### src/rtl/noc_pkg.sv
// Shared NoC flit definitions: widths, field offsets and the flit layout.
package noc_pkg;
  localparam int FLIT_W           = 20;
  localparam int PAYLOAD_W        = 16;
  localparam int CLUSTER_W        = 2;
  localparam int LOCAL_W          = 2;
  localparam int DEST_LOCAL_LSB   = 0;
  localparam int DEST_CLUSTER_LSB = 2;
  localparam int PAYLOAD_LSB      = 4;

  typedef struct packed {
    logic [PAYLOAD_W-1:0] payload;
    logic [CLUSTER_W-1:0] dest_cluster;
    logic [LOCAL_W-1:0]   dest_local;
  } flit_t;
endpackage

### src/rtl/ni_inject_fifo_if.sv
// Flit handshake bundle between the traffic source, the injection FIFO and the router port.
interface ni_inject_fifo_if;
  import noc_pkg::*;

  logic [FLIT_W-1:0] in_data;
  logic              in_valid;
  logic [FLIT_W-1:0] out_data;
  logic              out_valid;
  logic              out_ready;
  logic              out_is_local;

  modport slave (
    input  in_data, in_valid, out_ready,
    output out_data, out_valid, out_is_local
  );

  modport master (
    output in_data, in_valid, out_ready,
    input  out_data, out_valid, out_is_local
  );
endinterface

### src/rtl/sync_fifo_fwft.sv
// Generic first-word-fall-through FIFO; pointers carry an extra wrap bit to tell full from empty.
module sync_fifo_fwft #(
  parameter  int WIDTH = 20,
  parameter  int DEPTH = 8,
  localparam int AW    = $clog2(DEPTH)
) (
  input  logic             clk,
  input  logic             rst,
  input  logic             wr_en_i,
  input  logic [WIDTH-1:0] wr_data_i,
  input  logic             rd_en_i,
  output logic [WIDTH-1:0] rd_data_o,
  output logic             empty_o,
  output logic             full_o,
  output logic [AW:0]      count_o
);
  logic [WIDTH-1:0] mem_q [DEPTH];
  logic [AW:0]      wr_ptr_q, wr_ptr_d;
  logic [AW:0]      rd_ptr_q, rd_ptr_d;
  logic             rd_ok, wr_ok;

  assign empty_o = (wr_ptr_q == rd_ptr_q);
  assign full_o  = (wr_ptr_q[AW] != rd_ptr_q[AW]) && (wr_ptr_q[AW-1:0] == rd_ptr_q[AW-1:0]);
  assign count_o = wr_ptr_q - rd_ptr_q;

  // A write into a full FIFO is legal only when the head slot is freed on the same edge.
  assign rd_ok = rd_en_i && !empty_o;
  assign wr_ok = wr_en_i && (!full_o || rd_ok);

  always_comb begin
    wr_ptr_d = wr_ptr_q;
    rd_ptr_d = rd_ptr_q;
    if (wr_ok) wr_ptr_d = wr_ptr_q + 1'b1;
    if (rd_ok) rd_ptr_d = rd_ptr_q + 1'b1;
  end

  always_ff @(posedge clk or posedge rst) begin
    if (rst) begin
      wr_ptr_q <= '0;
      rd_ptr_q <= '0;
    end else begin
      wr_ptr_q <= wr_ptr_d;
      rd_ptr_q <= rd_ptr_d;
    end
  end

  always_ff @(posedge clk) begin
    if (wr_ok) mem_q[wr_ptr_q[AW-1:0]] <= wr_data_i;
  end

  assign rd_data_o = empty_o ? '0 : mem_q[rd_ptr_q[AW-1:0]];
endmodule

### src/rtl/ni_inject_fifo.sv
// Router injection stage: absorbs a no-backpressure flit stream, drops on full,
// tags head flits local/remote and keeps saturating accept/drop statistics.
module ni_inject_fifo
  import noc_pkg::*;
#(
  parameter int DEPTH      = 8,
  parameter int MY_CLUSTER = 0,
  parameter int CNT_W      = 16
) (
  input  logic                   clk,
  input  logic                   rst,
  ni_inject_fifo_if.slave        nif,
  output logic [$clog2(DEPTH):0] fifo_count,
  output logic                   full,
  output logic [CNT_W-1:0]       accept_cnt,
  output logic [CNT_W-1:0]       drop_cnt,
  output logic                   overflow
);
  localparam logic [CLUSTER_W-1:0] MY_CL = CLUSTER_W'(MY_CLUSTER);

  logic             empty, pop, push, drop;
  logic [FLIT_W-1:0] head;
  logic [CNT_W-1:0] accept_cnt_q, accept_cnt_d;
  logic [CNT_W-1:0] drop_cnt_q, drop_cnt_d;
  logic             overflow_q, overflow_d;

  function automatic logic [CNT_W-1:0] sat_inc(input logic [CNT_W-1:0] v);
    return (&v) ? v : v + 1'b1;
  endfunction

  assign pop  = !empty && nif.out_ready;
  assign push = nif.in_valid && (!full || pop);
  assign drop = nif.in_valid && full && !pop;

  sync_fifo_fwft #(.WIDTH(FLIT_W), .DEPTH(DEPTH)) u_fifo (
    .clk       (clk),
    .rst       (rst),
    .wr_en_i   (push),
    .wr_data_i (nif.in_data),
    .rd_en_i   (pop),
    .rd_data_o (head),
    .empty_o   (empty),
    .full_o    (full),
    .count_o   (fifo_count)
  );

  assign nif.out_valid    = !empty;
  assign nif.out_data     = head;
  assign nif.out_is_local = !empty && (head[DEST_CLUSTER_LSB +: CLUSTER_W] == MY_CL);

  always_comb begin
    accept_cnt_d = accept_cnt_q;
    drop_cnt_d   = drop_cnt_q;
    overflow_d   = overflow_q;
    if (push) accept_cnt_d = sat_inc(accept_cnt_q);
    if (drop) begin
      drop_cnt_d = sat_inc(drop_cnt_q);
      overflow_d = 1'b1;
    end
  end

  always_ff @(posedge clk or posedge rst) begin
    if (rst) begin
      accept_cnt_q <= '0;
      drop_cnt_q   <= '0;
      overflow_q   <= 1'b0;
    end else begin
      accept_cnt_q <= accept_cnt_d;
      drop_cnt_q   <= drop_cnt_d;
      overflow_q   <= overflow_d;
    end
  end

  assign accept_cnt = accept_cnt_q;
  assign drop_cnt   = drop_cnt_q;
  assign overflow   = overflow_q;
endmodule

### src/flat_wrapper.sv
// flat-port wrapper written by rule: the top's interface ports become plain ports
module ni_inject_fifo_flat import noc_pkg::*;
#(
  parameter int DEPTH      = 8,
  parameter int MY_CLUSTER = 0,
  parameter int CNT_W      = 16
)
  (clk, rst, fifo_count, full, accept_cnt, drop_cnt, overflow, nif_in_data, nif_in_valid, nif_out_ready, nif_out_data, nif_out_valid, nif_out_is_local);
  ni_inject_fifo_if nif_i ();
  input  logic clk;
  input  logic rst;
  output logic [$clog2(DEPTH):0] fifo_count;
  output logic full;
  output logic [CNT_W-1:0] accept_cnt;
  output logic [CNT_W-1:0] drop_cnt;
  output logic overflow;
  input wire logic [$bits(nif_i.in_data)-1:0] nif_in_data;
  input wire logic [$bits(nif_i.in_valid)-1:0] nif_in_valid;
  input wire logic [$bits(nif_i.out_ready)-1:0] nif_out_ready;
  output wire logic [$bits(nif_i.out_data)-1:0] nif_out_data;
  output wire logic [$bits(nif_i.out_valid)-1:0] nif_out_valid;
  output wire logic [$bits(nif_i.out_is_local)-1:0] nif_out_is_local;
  assign nif_i.in_data = nif_in_data;
  assign nif_i.in_valid = nif_in_valid;
  assign nif_i.out_ready = nif_out_ready;
  assign nif_out_data = nif_i.out_data;
  assign nif_out_valid = nif_i.out_valid;
  assign nif_out_is_local = nif_i.out_is_local;
  ni_inject_fifo #(.DEPTH(DEPTH), .MY_CLUSTER(MY_CLUSTER), .CNT_W(CNT_W)) u_core (.clk(clk), .rst(rst), .nif(nif_i), .fifo_count(fifo_count), .full(full), .accept_cnt(accept_cnt), .drop_cnt(drop_cnt), .overflow(overflow));
endmodule
### config.mk
export PLATFORM = sky130hd
export DESIGN_NAME = ni_inject_fifo_flat
export DESIGN_NICKNAME = d
export VERILOG_FILES = /design/src/rtl/noc_pkg.sv /design/src/rtl/ni_inject_fifo_if.sv /design/src/rtl/sync_fifo_fwft.sv /design/src/rtl/ni_inject_fifo.sv /design/src/flat_wrapper.sv
export SDC_FILE = /design/constraint.sdc
export NUM_CORES = 1
export LEC_CHECK = 0
export CAP_MARGIN = 15
export CORE_MARGIN = 1
export CORE_UTILIZATION = 41
export CTS_CLUSTER_SIZE = 30
export DETAILED_ROUTE_END_ITERATION = 8
export PLACE_DENSITY = 0.61
export SLEW_MARGIN = 20
export SYNTH_ARGS = -nofsm -noshare
export SYNTH_HDL_FRONTEND = slang
export SYNTH_HIERARCHICAL = 1
export SYNTH_SLANG_ARGS = --single-unit
### constraint.sdc
create_clock -name clk -period 6.99 [get_ports clk]
set_clock_uncertainty 0.1 [all_clocks]
set_input_delay 1.398 -clock clk [delete_from_list [all_inputs] [get_ports clk]]
set_output_delay 1.398 -clock clk [all_outputs]
set_load 0.02 [all_outputs]
==> impl_metrics.toml, run 1 <==
[timing]
tightest_slew_ns = 0.940
period_share_pct = 69.0
setup_ws_ns = 2.17
fmax_mhz = 207
fin_crit_ns = 4.82
hold_viol = 0
report.final.slew_viol_count = 0
slew_headroom_pct = 37.0
setup_viol = 0
worst_hold_slack_ns = 0.381
rsz0062_at_grt = "no"
tns_ns = 0

[layout]
diodes = 0
drive_gt1_share_pct = 17.8
seq_area_sq_um = 5830
synthToLayoutAreaGrowth_pct = 22.3
multi_input_area_sq_um = 2400
layout_commonest_cell = "edfxtp_1"
nNetsFinal = 584
n_fill_cell = 1562
final_cell_mix = "edfxtp_1, clkdlybuf4s50_1, dfrtp_1, clkbuf_16, mux4_2"
fin_cells = 833

[power_and_ir_drop]
p_leak_nw = 3.61
clock_power_share_pct = 23.8
ir_drop_mv = 0.276
switching_share_pct = 33.6
internal_power_mw = 2.92
finalPower_mw = 4.40
seq_power_share_pct = 36.6
p_sw_mw = 1.48
cellPowerDensity_nw_per_um2 = 431
power_frac_comb_pct = 39.6

[setup_path]
r2r-start = "u_core/u_fifo/wr_ptr_q[0]"
r2r_end = "u_core/u_fifo/mem_q[0][0]"
worstPathMaxFanout = 20
worstSetupStartpoint = "u_core/u_fifo/wr_ptr_q[0]"
crit_type = "flop to primary output"
ff2ff_path_depth = 12
crit_path_top_delay_cell = "clkdlybuf4s50_1"
endpoint_kind = "primary output"
required_ns = 5.49
cp-start-kind = "flop"
worst_path_largest_cell_delay_ns = 0.63
critPathTopFamily = "buffers and inverters"
arrival_ns = 3.32
critical_path_buf_inv_count = 4
crit_chain = "inv_1 > ha_1 > nand3_1 > nand2b_2 > inv_2 > nor2_1 > buf_4 > a22o_1 > nor3_1 > clkdlybuf4s50_1"
r2r_setup_slack_ns = 3.18

[die]
dieArea_sq_um = 21000
initial_utilization_pct = 42.4
dieWidth_um = 145
die_h_um = 145
core_area_sq_um = 19700
ioPinCount = 84
rows = 51

[routing]
met2WireLength_mm = 7.89
first_pass_iters = 4
drc = 0
via_count = 4478
dr.first_iter.drc_count = 208
via_per_inst = 5.38
wl_mm = 16.6
final_antenna_net_count = 0
top_layer = "met4"
wl_per_cell_um = 19.9
dr_wl_met3_um = 976
drt-met1-wl_mm = 7.48

[worst_hold_path]
holdPathStages = 1
min_path_type = "flop to flop"
hold_end = "u_core/overflow"
min_from = "u_core/overflow"

[placed_design]
gp_congestion = 0.804
io_buffers = 83
pre_cts_ws_ns = 2.54
dp_hpwl_mm = 10.3
placed_cells = 793

[global_routing]
grt_max_degree = 45
overflow = 0
grt_antenna_before_repair = 0
grt_use_total_pct = 16.6
grt_pass1_vias = 4654
grt_pass1_wl_mm = 26.2

[logic_synthesis]
synth-seq-area-share_pct = 69.8
synth_warnings = 6
async_flop_share_pct = 20.4
synth_ff_type = "edfxtp_1"
syn-num-nets = 478
synth_edf_count = 160
syn-cell-area_sq_um = 8360
ys_types = 54
netlist_instances = 446
synth_area_per_cell_sq_um = 18.7
ys_ff_latch = 201

[clock_network]
cts_setup_buffers = 0
numCtsBuffers = 22
clk-insertion-delay-late_ns = 0.49
clockBufferDepth = 3
cts_tree = "done"
cts_hold_buffers = 0
path_clk_slew_ns = 0.05
cts_resized = 0
clock-sinks = 201
htree_num_levels = 1
root_buffer = "clkbuf_16"

[outcome]
outcome = "complete, no violations"

[run]
maxCapViolCount = 0
## synth_stat cells (2+ instances only)
cell type  instances  area, sq um
a21oi_1            3         15.0
a22o_1            20          175
and3_1             3         18.8
and4_1             5         43.8
buf_2              6         30.0
buf_6              3         33.8
clkbuf_1           4         15.0
dfrtp_1           41         1030
edfxtp_1         160         4800
ha_1               7         87.6
inv_1             12         45.0
mux2_4             2         30.0
mux4_1            17          447
mux4_2            23          518
nand2_1           15         56.3
nand3_1           14         70.1
nand3_4            2         35.0
nand3b_1           2         15.0
nand4_1           10         62.6
nor2_1            10         37.5
nor3_1            13         65.1
nor4_1             3         18.8
nor4_2             3         37.5
nor4b_2            3         45.0
o211ai_2           2         25.0
xnor2_1           20          175
xor2_1            16          140
## final cells by class
class                   instances  share of cell area [%]
inverters                      13                   0.477
multi-input cells             216                    23.5
clock buffers                  28                    5.82
repair buffers                 98                    9.23
clock inverters                12                   0.649
well taps                     265                    3.24
flip-flops and latches        201                    57.1
## power groups by stage
stage	Combinational, mW	Sequential [mW]	Clock, mW
finish	1.74	1.61	1.05
global route	1.87	1.63	1.12
floorplan	1.07	1.64	0
global placement	1.74	1.63	0
CTS	1.77	1.61	1.08
detailed placement	1.76	1.63	0
## per-layer routing
metal  global-route usage [%]  vias to the layer above
met3                     2.73                       23
met1                     23.0                     2302
met2                     27.0                      132
li1                         -                     2021
met4                     4.54                        0
met5                        0                        -
## sequential cells by signal, indices dropped and copies added (netlist names)
| signal | count |
|---|---|
| u_core/u_fifo/wr_ptr_q | 4 |
| u_core/accept_cnt | 16 |
| u_core/overflow | 1 |
| u_core/u_fifo/rd_ptr_q | 4 |
| u_core/u_fifo/mem_q | 160 |
| u_core/drop_cnt | 16 |
## stage by stage
stage / utilization [%] / cell area [sq um]
2_1_floorplan: - / 8360
4_1_cts: 51.8 / 10200
3_5_place_dp: 48.4 / 9550
6_report: 51.8 / 10200
5_1_grt: 51.8 / 10200
3_3_place_gp: 48.4 / 9550
## how the worst max path moves through the flow
stage	endpoint	slack (ns)	depth (start not counted)
final	nif_out_is_local	2.17	10
after CTS	nif_out_is_local	2.18	9
after floorplan	u_core/u_fifo/mem_q[2][0]	2.27	13
after global placement	u_core/u_fifo/mem_q[2][8]	2.67	8
after global routing	nif_out_is_local	1.93	10
after detailed placement	u_core/u_fifo/mem_q[2][8]	2.54	8
## cell families after synthesis
kind of cell / synth area share (%)
flip-flops: 69.8
adder cells (fa/ha/maj): 1.29
AND/OR/NAND/NOR: 7.62
XOR/XNOR: 3.97
multiplexers: 12.2
buffers and inverters: 2.04
AO/OA/AOI/OAI: 3.16
No activity file was read; power rests on OpenSTA's default activity.
==> run 2: changes to the inputs <==
--- a/config.mk
+++ b/config.mk
@@ -10,7 +10,7 @@
 export CORE_UTILIZATION = 41
 export CTS_CLUSTER_SIZE = 30
 export DETAILED_ROUTE_END_ITERATION = 8
-export PLACE_DENSITY = 0.61
+export PLACE_DENSITY = 0.63
 export SLEW_MARGIN = 20
 export SYNTH_ARGS = -nofsm -noshare
 export SYNTH_HDL_FRONTEND = slang
==> constraint.sdc (replaced) <==
create_clock -name clk -period 4 [get_ports clk]
set_clock_uncertainty 0.1 [all_clocks]
set_input_delay 0.8 -clock clk [delete_from_list [all_inputs] [get_ports clk]]
set_output_delay 0.8 -clock clk [all_outputs]
set_load 0.02 [all_outputs]
==> impl_metrics.toml, run 2 (synthesis gave the netlist of run 1 again) <==
[clock_network]
path_clk_slew_ns = 0.06
clockBufferDepth = 3
htree_num_levels = 1
clock-sinks = 201
cts_tree = "done"
cts_hold_buffers = 0
numCtsBuffers = 22
root_buffer = "clkbuf_16"
clk-insertion-delay-late_ns = 0.49

[global_routing]
grt_pass1_wl_mm = 26.8
grt_max_degree = 45
grt_pass1_vias = 4683
grt_antenna_before_repair = 0
grt_use_total_pct = 17.4
overflow = 0

[setup_path]
worst_path_largest_cell_delay_ns = 0.41
cp-start-kind = "flop"
crit_path_top_delay_cell = "dfrtp_2"
r2r-start = "u_core/u_fifo/rd_ptr_q[2]"
r2r_setup_slack_ns = 0.62
arrival_ns = 2.82
ff2ff_path_depth = 10
crit_chain = "inv_1 > ha_1 > nand3_1 > nand2b_2 > inv_2 > nor2_4 > buf_4 > a22o_1 > nor3_1 > clkbuf_2"
required_ns = 3.10
r2r_end = "u_core/u_fifo/mem_q[2][0]"
worstPathMaxFanout = 6
crit_type = "flop to primary output"
endpoint_kind = "primary output"

[routing]
via_per_inst = 5.32
final_antenna_net_count = 0
wl_mm = 17.5
dr.first_iter.drc_count = 268
drc = 0
first_pass_iters = 6
wl_per_cell_um = 20.9
via_count = 4453

[power_and_ir_drop]
cellPowerDensity_nw_per_um2 = 765
ir_drop_mv = 0.487
finalPower_mw = 7.96
p_leak_nw = 3.89

[layout]
nNetsFinal = 590
drive_gt1_share_pct = 19.8
final_cell_mix = "edfxtp_1, clkdlybuf4s50_1, dfrtp_1, clkbuf_16, mux4_2"
synthToLayoutAreaGrowth_pct = 24.5
fin_cells = 837
n_fill_cell = 1568
largest_reg_flops = 160
diodes = 0
layout_commonest_cell = "edfxtp_1"

[die]
dieArea_sq_um = 21000
rows = 51
die_h_um = 145
core_area_sq_um = 19700
ioPinCount = 84
dieWidth_um = 145
initial_utilization_pct = 42.4

[placed_design]
placed_cells = 796
dp_hpwl_mm = 10.3
io_buffers = 83
gp_congestion = 0.817

[timing]
slew_headroom_pct = 34.9
setup_viol = 0
rsz0062_at_grt = "no"
period_share_pct = 92.9
report.final.slew_viol_count = 0
tightest_slew_ns = 0.969
hold_viol = 0
fmax_mhz = 269
fin_crit_ns = 3.72

[worst_hold_path]
min_path_type = "flop to flop"
min_from = "u_core/overflow"
holdPathStages = 1
hold_end = "u_core/overflow"

[run]
maxCapViolCount = 0

[outcome]
outcome = "complete, no violations"
==> run 2: worst max-delay path, delay by kind of cell, from the launching register on <==
kind / cells / cell delay (ns)
buffers and inverters: 4 / 0.65
flip-flops: 1 / 0.41
AND/OR/NAND/NOR: 4 / 0.72
adder cells (fa/ha/maj): 1 / 0.34
AO/OA/AOI/OAI: 1 / 0.21
==> run 2: layout make-up <==
type | instances | area [sq um] | share of cell area [%]
clock buffer | 28 | 594 | 5.71
clock inverter | 10 | 124 | 1.19
inverter | 13 | 48.8 | 0.469
multi-input combinational | 216 | 2420 | 23.3
sequential | 201 | 5840 | 56.1
tap | 265 | 332 | 3.19
timing repair buffer | 104 | 1050 | 10.1
==> run 2: what timing repair did <==
action                                  4_1_cts  5_1_grt
endpoints found under the setup margin       19       19
cloned                                        0        2
resized for setup                             4       32
hold endpoints to repair                      0        0
pin swaps                                     0        0
setup buffers                                 0        1
==> run 2: metal layers <==
| metal | share of wire [%] | GRT usage [%] | routed length, um | vias to the layer above |
|---|---|---|---|---|
| met2 | 50 | 30.0 | 8710 | 124 |
| met5 | 0 | 0 | 0 | - |
| met1 | 43 | 22.4 | 7560 | 2273 |
| met3 | 5.7 | 4.01 | 990 | 17 |
| li1 | - | - | - | 2039 |
| met4 | 1.2 | 4.16 | 210 | 0 |
==> run 2: worst max path at each step <==
stage	start	end	slack (ns)	cells after the start
finish	u_core/u_fifo/rd_ptr_q[2]	nif_out_is_local	0.28	10
global route	u_core/u_fifo/rd_ptr_q[2]	nif_out_is_local	0.09	10
CTS	u_core/u_fifo/rd_ptr_q[2]	nif_out_data[9]	0.03	9
detailed placement	u_core/u_fifo/wr_ptr_q[0]	nif_out_is_local	0.40	10
global placement	u_core/u_fifo/wr_ptr_q[0]	nif_out_is_local	0.41	10
floorplan	u_core/u_fifo/rd_ptr_q[1]	u_core/u_fifo/mem_q[2][0]	-0.72	13
==> run 2: power breakdown <==
| part | total, mW | internal [mW] | switching [mW] |
|---|---|---|---|
| Clock | 1.99 | 1.24 | 0.755 |
| Sequential | 2.81 | 2.63 | 0.176 |
| Combinational | 3.15 | 1.44 | 1.71 |
==> run 2: per-stage QoR <==
stage / util, % / setup TNS [ns] / setup WS, ns / instance area [sq um] / hold WS, ns
after floorplan: - / -36.55 / -0.722 / 8370 / 0.387
after global placement: 48.6 / 0 / 0.415 / 9590 / 0.357
after detailed placement: 48.6 / 0 / 0.405 / 9590 / 0.353
after CTS: 52.3 / 0 / 0.0336 / 10300 / 0.376
after global routing: 52.8 / 0 / 0.0925 / 10400 / 0.380
final: 52.8 / 0 / 0.283 / 10400 / 0.378
